==> src/rtl/prog_rom_pkg.sv <==
// -----------------------------------------------------------------------------
// prog_rom_pkg
// Shared definitions for the program ROM: the load/fetch FSM state encoding,
// the NOP instruction word returned for unloaded locations, and the opcode
// values that occupy the top four bits of each instruction word.
// -----------------------------------------------------------------------------
package prog_rom_pkg;

  typedef enum logic [1:0] {
    ST_EMPTY = 2'd0,
    ST_LOAD  = 2'd1,
    ST_READY = 2'd2
  } state_t;

  // All-zero word: opcode 0 is not a defined operation, so it decodes as NOP.
  localparam logic [31:0] NOP_WORD = 32'h0000_0000;

  localparam logic [3:0] OP_ADD = 4'd1;
  localparam logic [3:0] OP_SL  = 4'd2;
  localparam logic [3:0] OP_SR  = 4'd3;
  localparam logic [3:0] OP_LI  = 4'd4;
  localparam logic [3:0] OP_LD  = 4'd5;
  localparam logic [3:0] OP_OR  = 4'd6;
  localparam logic [3:0] OP_ST  = 4'd7;
  localparam logic [3:0] OP_BR  = 4'd8;
  localparam logic [3:0] OP_AND = 4'd9;

endpackage

==> src/rtl/prog_rom_array.sv <==
// -----------------------------------------------------------------------------
// prog_rom_array
// Instruction storage: one synchronous write port and one registered read port.
// The storage array itself is never reset; only the read register is.
//
// Ports
//   clk      in   clock (rising edge)
//   reset_n  in   asynchronous active-low reset (read register only)
//   i_we     in   write enable
//   i_waddr  in   write address
//   i_wdata  in   write data
//   i_re     in   read enable; read register holds when low
//   i_raddr  in   read address
//   o_rdata  out  registered read data
// -----------------------------------------------------------------------------
module prog_rom_array #(
  parameter int WORD_W = 32,
  parameter int ADDR_W = 5
) (
  input  logic              clk,
  input  logic              reset_n,
  input  logic              i_we,
  input  logic [ADDR_W-1:0] i_waddr,
  input  logic [WORD_W-1:0] i_wdata,
  input  logic              i_re,
  input  logic [ADDR_W-1:0] i_raddr,
  output logic [WORD_W-1:0] o_rdata
);

  localparam int DEPTH = 2 ** ADDR_W;

  logic [WORD_W-1:0] r_mem [DEPTH];
  logic [WORD_W-1:0] r_rdata;

  always_ff @(posedge clk) begin
    if (i_we) r_mem[i_waddr] <= i_wdata;
  end

  always_ff @(posedge clk or negedge reset_n) begin
    if (!reset_n)  r_rdata <= '0;
    else if (i_re) r_rdata <= r_mem[i_raddr];
  end

  assign o_rdata = r_rdata;

endmodule

==> src/rtl/prog_rom.sv <==
// -----------------------------------------------------------------------------
// prog_rom
// Loadable program ROM. A program is streamed in through the load port
// (EMPTY -> LOAD -> READY); once READY, instructions are fetched with a
// one-cycle latency. Locations not written during the current load read as NOP.
//
// Build option: define PROG_ROM_PARITY_EN to store an even-parity bit with every
// word and flag mismatches on rd_err. Without it rd_err is tied low.
//
// Ports
//   clk          in   rising-edge clock
//   reset_n      in   asynchronous active-low reset
//   chip_select  in   enables the fetch port
//   rd_en        in   fetch request
//   address      in   fetch address
//   data_out     out  fetched instruction (held between fetches)
//   rd_valid     out  data_out valid this cycle
//   rd_err       out  parity error on current data_out
//   ld_start     in   begin or restart program load
//   ld_valid     in   load word offered
//   ld_data      in   load word
//   ld_last      in   marks final load word
//   ld_ready     out  load word accepted when ld_valid is high
//   ready        out  program loaded; fetch port enabled
// -----------------------------------------------------------------------------
module prog_rom
  import prog_rom_pkg::*;
#(
  parameter int DATA_W = 32,
  parameter int ADDR_W = 5
) (
  input  logic              clk,
  input  logic              reset_n,
  input  logic              chip_select,
  input  logic              rd_en,
  input  logic [ADDR_W-1:0] address,
  output logic [DATA_W-1:0] data_out,
  output logic              rd_valid,
  output logic              rd_err,
  input  logic              ld_start,
  input  logic              ld_valid,
  input  logic [DATA_W-1:0] ld_data,
  input  logic              ld_last,
  output logic              ld_ready,
  output logic              ready
);

  localparam int DEPTH = 2 ** ADDR_W;
  localparam logic [ADDR_W-1:0] LAST_ADDR = ADDR_W'(DEPTH - 1);

`ifdef PROG_ROM_PARITY_EN
  localparam int WORD_W = DATA_W + 1;
`else
  localparam int WORD_W = DATA_W;
`endif

  state_t            r_state;
  logic [ADDR_W-1:0] r_ptr;
  logic [DEPTH-1:0]  r_loaded;
  logic              r_ld_ready;
  logic              r_ready;
  logic              r_rd_valid;
  logic              r_rd_loaded;

  logic              w_accept;
  logic              w_ld_done;
  logic              w_fetch;
  logic [WORD_W-1:0] w_wdata;
  logic [WORD_W-1:0] w_rd_word;

  // ld_start wins over a coincident load word, so that word is never written.
  assign w_accept  = (r_state == ST_LOAD) && ld_valid && !ld_start;
  assign w_ld_done = w_accept && (ld_last || (r_ptr == LAST_ADDR));
  assign w_fetch   = (r_state == ST_READY) && chip_select && rd_en;

`ifdef PROG_ROM_PARITY_EN
  // Even parity: the stored word including the parity bit XORs to zero.
  assign w_wdata = {^ld_data, ld_data};
`else
  assign w_wdata = ld_data;
`endif

  // ld_ready/ready are registered alongside the state so they track it exactly.
  always_ff @(posedge clk or negedge reset_n) begin
    if (!reset_n) begin
      r_state    <= ST_EMPTY;
      r_ptr      <= '0;
      r_loaded   <= '0;
      r_ld_ready <= 1'b0;
      r_ready    <= 1'b0;
    end else if (ld_start) begin
      r_state    <= ST_LOAD;
      r_ptr      <= '0;
      r_loaded   <= '0;
      r_ld_ready <= 1'b1;
      r_ready    <= 1'b0;
    end else begin
      case (r_state)
        ST_LOAD: begin
          if (w_accept) begin
            r_loaded[r_ptr] <= 1'b1;
            // Pointer saturates at the top location instead of wrapping.
            if (r_ptr != LAST_ADDR) r_ptr <= r_ptr + 1'b1;
            if (w_ld_done) begin
              r_state    <= ST_READY;
              r_ld_ready <= 1'b0;
              r_ready    <= 1'b1;
            end
          end
        end
        default: ;
      endcase
    end
  end

  // Fetch side: the loaded flag is captured at request time, so a fetch that
  // overlaps ld_start still returns the word as it stood when requested.
  always_ff @(posedge clk or negedge reset_n) begin
    if (!reset_n) begin
      r_rd_valid  <= 1'b0;
      r_rd_loaded <= 1'b0;
    end else begin
      r_rd_valid <= w_fetch;
      if (w_fetch) r_rd_loaded <= r_loaded[address];
    end
  end

  prog_rom_array #(
    .WORD_W (WORD_W),
    .ADDR_W (ADDR_W)
  ) u_array (
    .clk     (clk),
    .reset_n (reset_n),
    .i_we    (w_accept),
    .i_waddr (r_ptr),
    .i_wdata (w_wdata),
    .i_re    (w_fetch),
    .i_raddr (address),
    .o_rdata (w_rd_word)
  );

  assign data_out = r_rd_loaded ? w_rd_word[DATA_W-1:0] : DATA_W'(NOP_WORD);
  assign rd_valid = r_rd_valid;
  assign ld_ready = r_ld_ready;
  assign ready    = r_ready;

`ifdef PROG_ROM_PARITY_EN
  assign rd_err = r_rd_valid && r_rd_loaded && (^w_rd_word);
`else
  assign rd_err = 1'b0;
`endif

endmodule

==> config.mk <==
export PLATFORM = sky130hd
export DESIGN_NAME = prog_rom
export DESIGN_NICKNAME = d
export VERILOG_FILES = /design/src/rtl/prog_rom_pkg.sv /design/src/rtl/prog_rom_array.sv /design/src/rtl/prog_rom.sv
export SDC_FILE = /design/constraint.sdc
export NUM_CORES = 1
export LEC_CHECK = 0
export CORE_MARGIN = 1
export CORE_UTILIZATION = 35
export CTS_BUF_LIST = sky130_fd_sc_hd__clkbuf_4 sky130_fd_sc_hd__clkbuf_8 sky130_fd_sc_hd__clkbuf_16
export DETAILED_ROUTE_END_ITERATION = 10
export GPL_TIMING_DRIVEN = 0
export PLACE_DENSITY = 0.63
export SYNTH_ARGS = -nofsm -noshare
export SYNTH_HDL_FRONTEND = slang
export SYNTH_SLANG_ARGS = --single-unit
==> constraint.sdc <==
create_clock -name clk -period 3.2 [get_ports clk]
set_input_delay 0.48 -clock clk [delete_from_list [all_inputs] [get_ports clk]]
set_output_delay 0.48 -clock clk [all_outputs]
set_load 0.005 [all_outputs]
# Word-level counts from Yosys, hierarchy flattened
# Memories as Yosys holds them, arrays and structs flattened. A register that Yosys moved wholly into a read port is not among the register bits.
# Cells that the tools add are included.
[op_classes] addsub=1 multipliers=0 n_div=0 n_lt_le_gt_ge=3 eq_ne=4 shift=0 muxes=26 bitwise_logic=1 n_reduce_logical=16
[ops] operator="$mux W32" count=4
[ops] operator="$or A32 B32 Y32" count=1
[ops] operator="$mux W5" count=4
[ops] operator="$lt A5 B6 Y1 const B" count=2
[ops] operator="$mux W1" count=12
[ops] operator="$mux W2" count=4
[ops] operator="$reduce_bool A2 Y1" count=4
[ops] operator="$logic_and A1 B1 Y1" count=6
[ops] operator="$reduce_and A3 Y1" count=2
[ops] operator="$add A5 B1 Y5 const B" count=1
[ops] operator="$bmux W1 S5" count=1
[ops] operator="$demux W1 S5" count=1
[ops] operator="$eq A5 B5 Y1 const B" count=1
[ops] operator="$ge A5 B1 Y1 const B" count=1
[ops] operator="$ne A5 B5 Y1 const B" count=1
[ops] operator="$eq A2 B1 Y1 const B" count=1
[ops] operator="$eq A2 B2 Y1 const B" count=1
[ops] operator="$logic_not A1 Y1" count=2
[ops] operator="$reduce_and A2 Y1" count=1
[ops] operator="$logic_or A1 B1 Y1" count=1
[word_totals] register_bits=43 latch_bits=0 ramBits=1024 romBits=0 input_bits=44 out_inout_bits=36 wordCells=59 mem_count=1
[memory_table] memory="u_array.r_mem" depth=32 width=32 read_ports=1 rd_ports_with_merged_regs=1 wr=1 line_no="prog_rom_array.sv:32" text="logic [WORD_W-1:0] r_mem [DEPTH];"

# Longest topological paths before layout
[logic_depth] word_depth=8 mapped_depth=8 mapped_depth_nobuf=7

# Cells and area by module
# A second synthesis with hierarchy kept.
[unflattened] hier_cells=2443 hier_area_um2=43137.6
[by_module_without_submodules] mod="prog_rom_array" n_inst=1 cells_per_inst=2200 area_each_um2=40910.5 seq_area_each_um2=31550.3
[by_module_without_submodules] mod="prog_rom" n_inst=1 cells_per_inst=243 area_each_um2=2227.1 seq_area_each_um2=1026.0

# Worst setup path before layout
# OpenSTA, ideal clock, no wires.
[synth_timing] kind="reg2reg" start="reg r_ptr[3]" end="mem u_array.r_mem[10][0] (enable)" t_arrival_ns=2.556 required_time_ns=2.779 slack_ns=0.223 path_stages_with_launch=5 n_path_buf=2 period_less_slack_ns=2.977 cell_sequence="dfrtp_1 -> clkbuf_1 -> or3b_2 -> clkbuf_1 -> nor2_1"
[synth_lines] item="start: declaration" line_no="prog_rom.sv:58" text="logic [ADDR_W-1:0] r_ptr;"
[synth_lines] item="start signal: assignment" line_no="prog_rom.sv:103" text="if (r_ptr != LAST_ADDR) r_ptr <= r_ptr + 1'b1;"
[synth_lines] item="end: declaration" line_no="prog_rom_array.sv:32"
# Straight into the memory's write port.

# Final worst setup path
[layout_timing] start="in address[1]" end="reg r_rd_loaded"
[layout_between] elab_chain_len=2
[layout_rtl] item="start: declaration" line_no="prog_rom.sv:36" text="input logic [ADDR_W-1:0] address,"
[layout_rtl] item="$bmux W1 S5" line_no="prog_rom.sv:124" text="if (w_fetch) r_rd_loaded <= r_loaded[address];"
[layout_rtl] item="$mux W1 (not written as such)" line_no="prog_rom.sv:124"
[layout_rtl] item="end signal: assignment" line_no="prog_rom.sv:124"
[layout_rtl] item="end: declaration" line_no="prog_rom.sv:63" text="logic r_rd_loaded;"
# No other way between the ends. The select of a mux whose other input is x is not followed.
# A chain may end at the register's enable or synchronous reset.

==> metrics <==
run status=complete, no violations; clk buf depth=3; Leak=17.7 nW; syn_area_per_cell=18.0 sq um; residual DRC count=0; Main synth FF type=edfxtp_1; Root Driver=clkbuf_16; Slew headroom=0.0622; Fmax achieved=320 MHz; WL/cell=28.8 microns; minimum clock period=~3.1 ns; crit start category=input port; period utilisation layout=0.976; vias in the first global route=between 20000 and 25000; clock power share=0.409; Mapped Area=about 43000 sq um; largest net degree at the start of global routing=43; Clock Sinks=1097; I/O pin count=80; Final Max Slew Viols=0; chip height=about 350 microns; WHS=0.384 ns; total power draw=0.0302 W; unique cell type count in the Yosys netlist=38; post-synthesis sequential area ratio=0.756; top cell type by total area after synthesis=edfxtp_1; syn nets=2441; drt pass-1 iters=6; critical path peak fanout=10; vias per cell=5.52; P_int=0.0236 W; CP startpoint=address[1]; combinational group share of total power=0.062; sequential share of power=0.528; final WL=126000 microns; Sw Share=0.218; P&R area growth vs syn=18.4%; Critical Path RT=3.69 ns; total congestion overflow=0; fill count=around 11000; drt initial violations=3028; Die W=~350 microns; Yosys top cell area share=0.714; placed cell area=47100 sq um; total track usage=0.197; Initial Util=0.354; initial antenna violation count=4; fin area=51000 sq um; net switching power=0.00657 W; global-route wire length before repair=173000 microns; share of layout cells above drive strength 1=0.148; share of async-settable or async-resettable flops after synthesis=0.0665; Yosys warning count=0; peak supply drop=0.414 mV; H-tree depth=3; Synth Instances=2392; Core Region=about 120000 sq um; max-cap violations=0; Reg2Reg Depth=7; number of synthesized flops with an enable pin=between 1000 and 1500; worst r2r src=r_state[1]; GPL Wtd Cong=0.810; nets=2703; crit path kind=in -> reg; Crit. End Element=register; final setup violation count=0; Hold WC Path Type=in -> async; number of buffers added on ports=just under 80; Worst Tran Pin Value=roughly 1.4 ns; Yosys reg bits=1097; Detail Placement HPWL=80200 microns; Hold Violations, Final=0; DR vias=24090; Routed Antenna Nets=0; top cells by area, synth=edfxtp_1 (71%), mux2i_1 (12%), dfrtp_1 (4.2%); Rows=128; critical path arrival=3.62 ns; Worst-Skew Late Latency=0.68 ns; PD cells=591 nW/um^2; CTS buffer count=108; r2r setup slk=0.10 ns; final clock skew=0.0169 ns; clock slew at reported path FFs=approximately 0.06 ns; Reg-to-Reg End=u_array.r_mem[29][25]; CTS tree=done; total die area=125000 sq um
worst max-delay path, stage by stage:
cell             delay [ns]
clkdlybuf4s50_1        0.70
and2_1                 0.18
clkbuf_1               0.22
clkbuf_1               0.63
clkbuf_1               0.77
a22oi_1                0.22
a21oi_1                0.32
o41ai_2                0.09
layout make-up:
type | instances | area [sq um] | share of cell area
clock inverters | 54 | 405 | 0.00794
repair buffers | 152 | 2180 | 0.0427
multi-input cells | 1102 | 9760 | 0.191
clock buffers | 144 | 3060 | 0.0599
diodes | 1 | 2.50 | 0.0000490
well taps | 1625 | 2030 | 0.0398
flip-flops and latches | 1097 | 32600 | 0.638
plain buffers | 157 | 881 | 0.0173
inverters | 36 | 135 | 0.00265
power by group through the flow:
stage | Combinational, W | Clock (W) | Sequential, W
after floorplan | 0.000981 | 0 | 0.0162
after CTS | 0.00186 | 0.0125 | 0.0159
final | 0.00188 | 0.0124 | 0.0159
after detailed placement | 0.00185 | 0 | 0.0162
after global routing | 0.00198 | 0.0130 | 0.0159
after global placement | 0.00180 | 0 | 0.0162
registers in the layout, summed over array words and instances (netlist names):
signal and count:
r_loaded 32, r_ptr 5, r_rd_loaded 1, r_state 2
rd_valid 1, u_array.o_rdata 32, u_array.r_mem 1024
stage by stage:
stage	cells	TNS [ns]	worst slack [ns]	utilization
after detailed placement	4135	-260.61	-0.981	0.386
after floorplan	2392	0	0.223	-
after global placement	4094	-2929.96	-3.06	0.377
after global routing	4368	-0.164	-0.0147	0.419
after CTS	4340	0	0.000647	0.415
final	4368	0	0.0752	0.419
synthesized netlist by cell type, types with 9 or more instances:
library cell     n
edfxtp_1      1024
mux2i_1        530
a22oi_1        132
clkbuf_1        79
dfrtp_1         73
a21oi_1         67
a22o_1          66
o22ai_1         65
a221oi_1        57
nor2_1          42
nand2_1         41
inv_1           36
and2_1          33
o41ai_2         32
buf_4           30
buf_1           16
buf_2           14
buf_6           11
a221oi_2         9
routing by layer:
layer,up-vias,track usage,share of wire
met2,1193,0.318,0.47
met4,0,0.0735,0.037
met5,-,0,0
met3,228,0.0381,0.088
li1,10144,-,-
met1,12525,0.262,0.40
cell usage in the layout (no fill, tap or decap), types with 5 or more instances in the layout:
cell / instances
a21oi_1: 67
a221oi_1: 57
a221oi_2: 9
a22o_1: 66
a22oi_1: 132
and2_1: 33
buf_1: 16
buf_12: 45
buf_16: 14
buf_2: 14
buf_4: 46
buf_6: 11
buf_8: 5
bufinv_16: 5
clkbuf_1: 69
clkbuf_16: 110
clkbuf_2: 9
clkbuf_4: 29
clkbuf_8: 8
clkdlybuf4s50_1: 76
clkinv_1: 15
clkinv_2: 27
dfrtp_1: 72
edfxtp_1: 1024
ha_1: 5
inv_1: 36
mux2i_1: 530
nand2_1: 41
nor2_1: 10
nor2_4: 32
o22ai_1: 65
o41ai_2: 32
timing repair:
item / CTS / global route
pin swaps: 2 / 14
endpoints found under the setup margin: 69 / 207
buffers inserted: 6 / 26
resized for setup: 10 / 4
endpoints found under the hold margin: 41 / 0
hold buffers: 1 / 0
cells by family (layout without fill, tap and decap cells):
family,Yosys count,after routing,share of synthesized area
fa+ha+maj,5,5,0.00145
buf+inv,193,543,0.0232
mux,530,530,0.123
other cells,1,2,0.0000870
xor+xnor,3,3,0.000610
compound gates,432,432,0.0812
simple gates,131,131,0.0144
flops,1097,1097,0.756
worst max-delay path by stage:
stage / end / slack [ns] / cells after the start
floorplan: u_array.r_mem[10][0] / 0.22 / 4
global placement: u_array.r_mem[5][29] / -3.06 / 6
detailed placement: u_array.o_rdata[26] / -0.98 / 8
CTS: u_array.o_rdata[16] / 0.0006 / 7
global route: u_array.r_mem[8][29] / -0.01 / 6
finish: r_rd_loaded / 0.08 / 8
(Power assumes the default switching activity.)
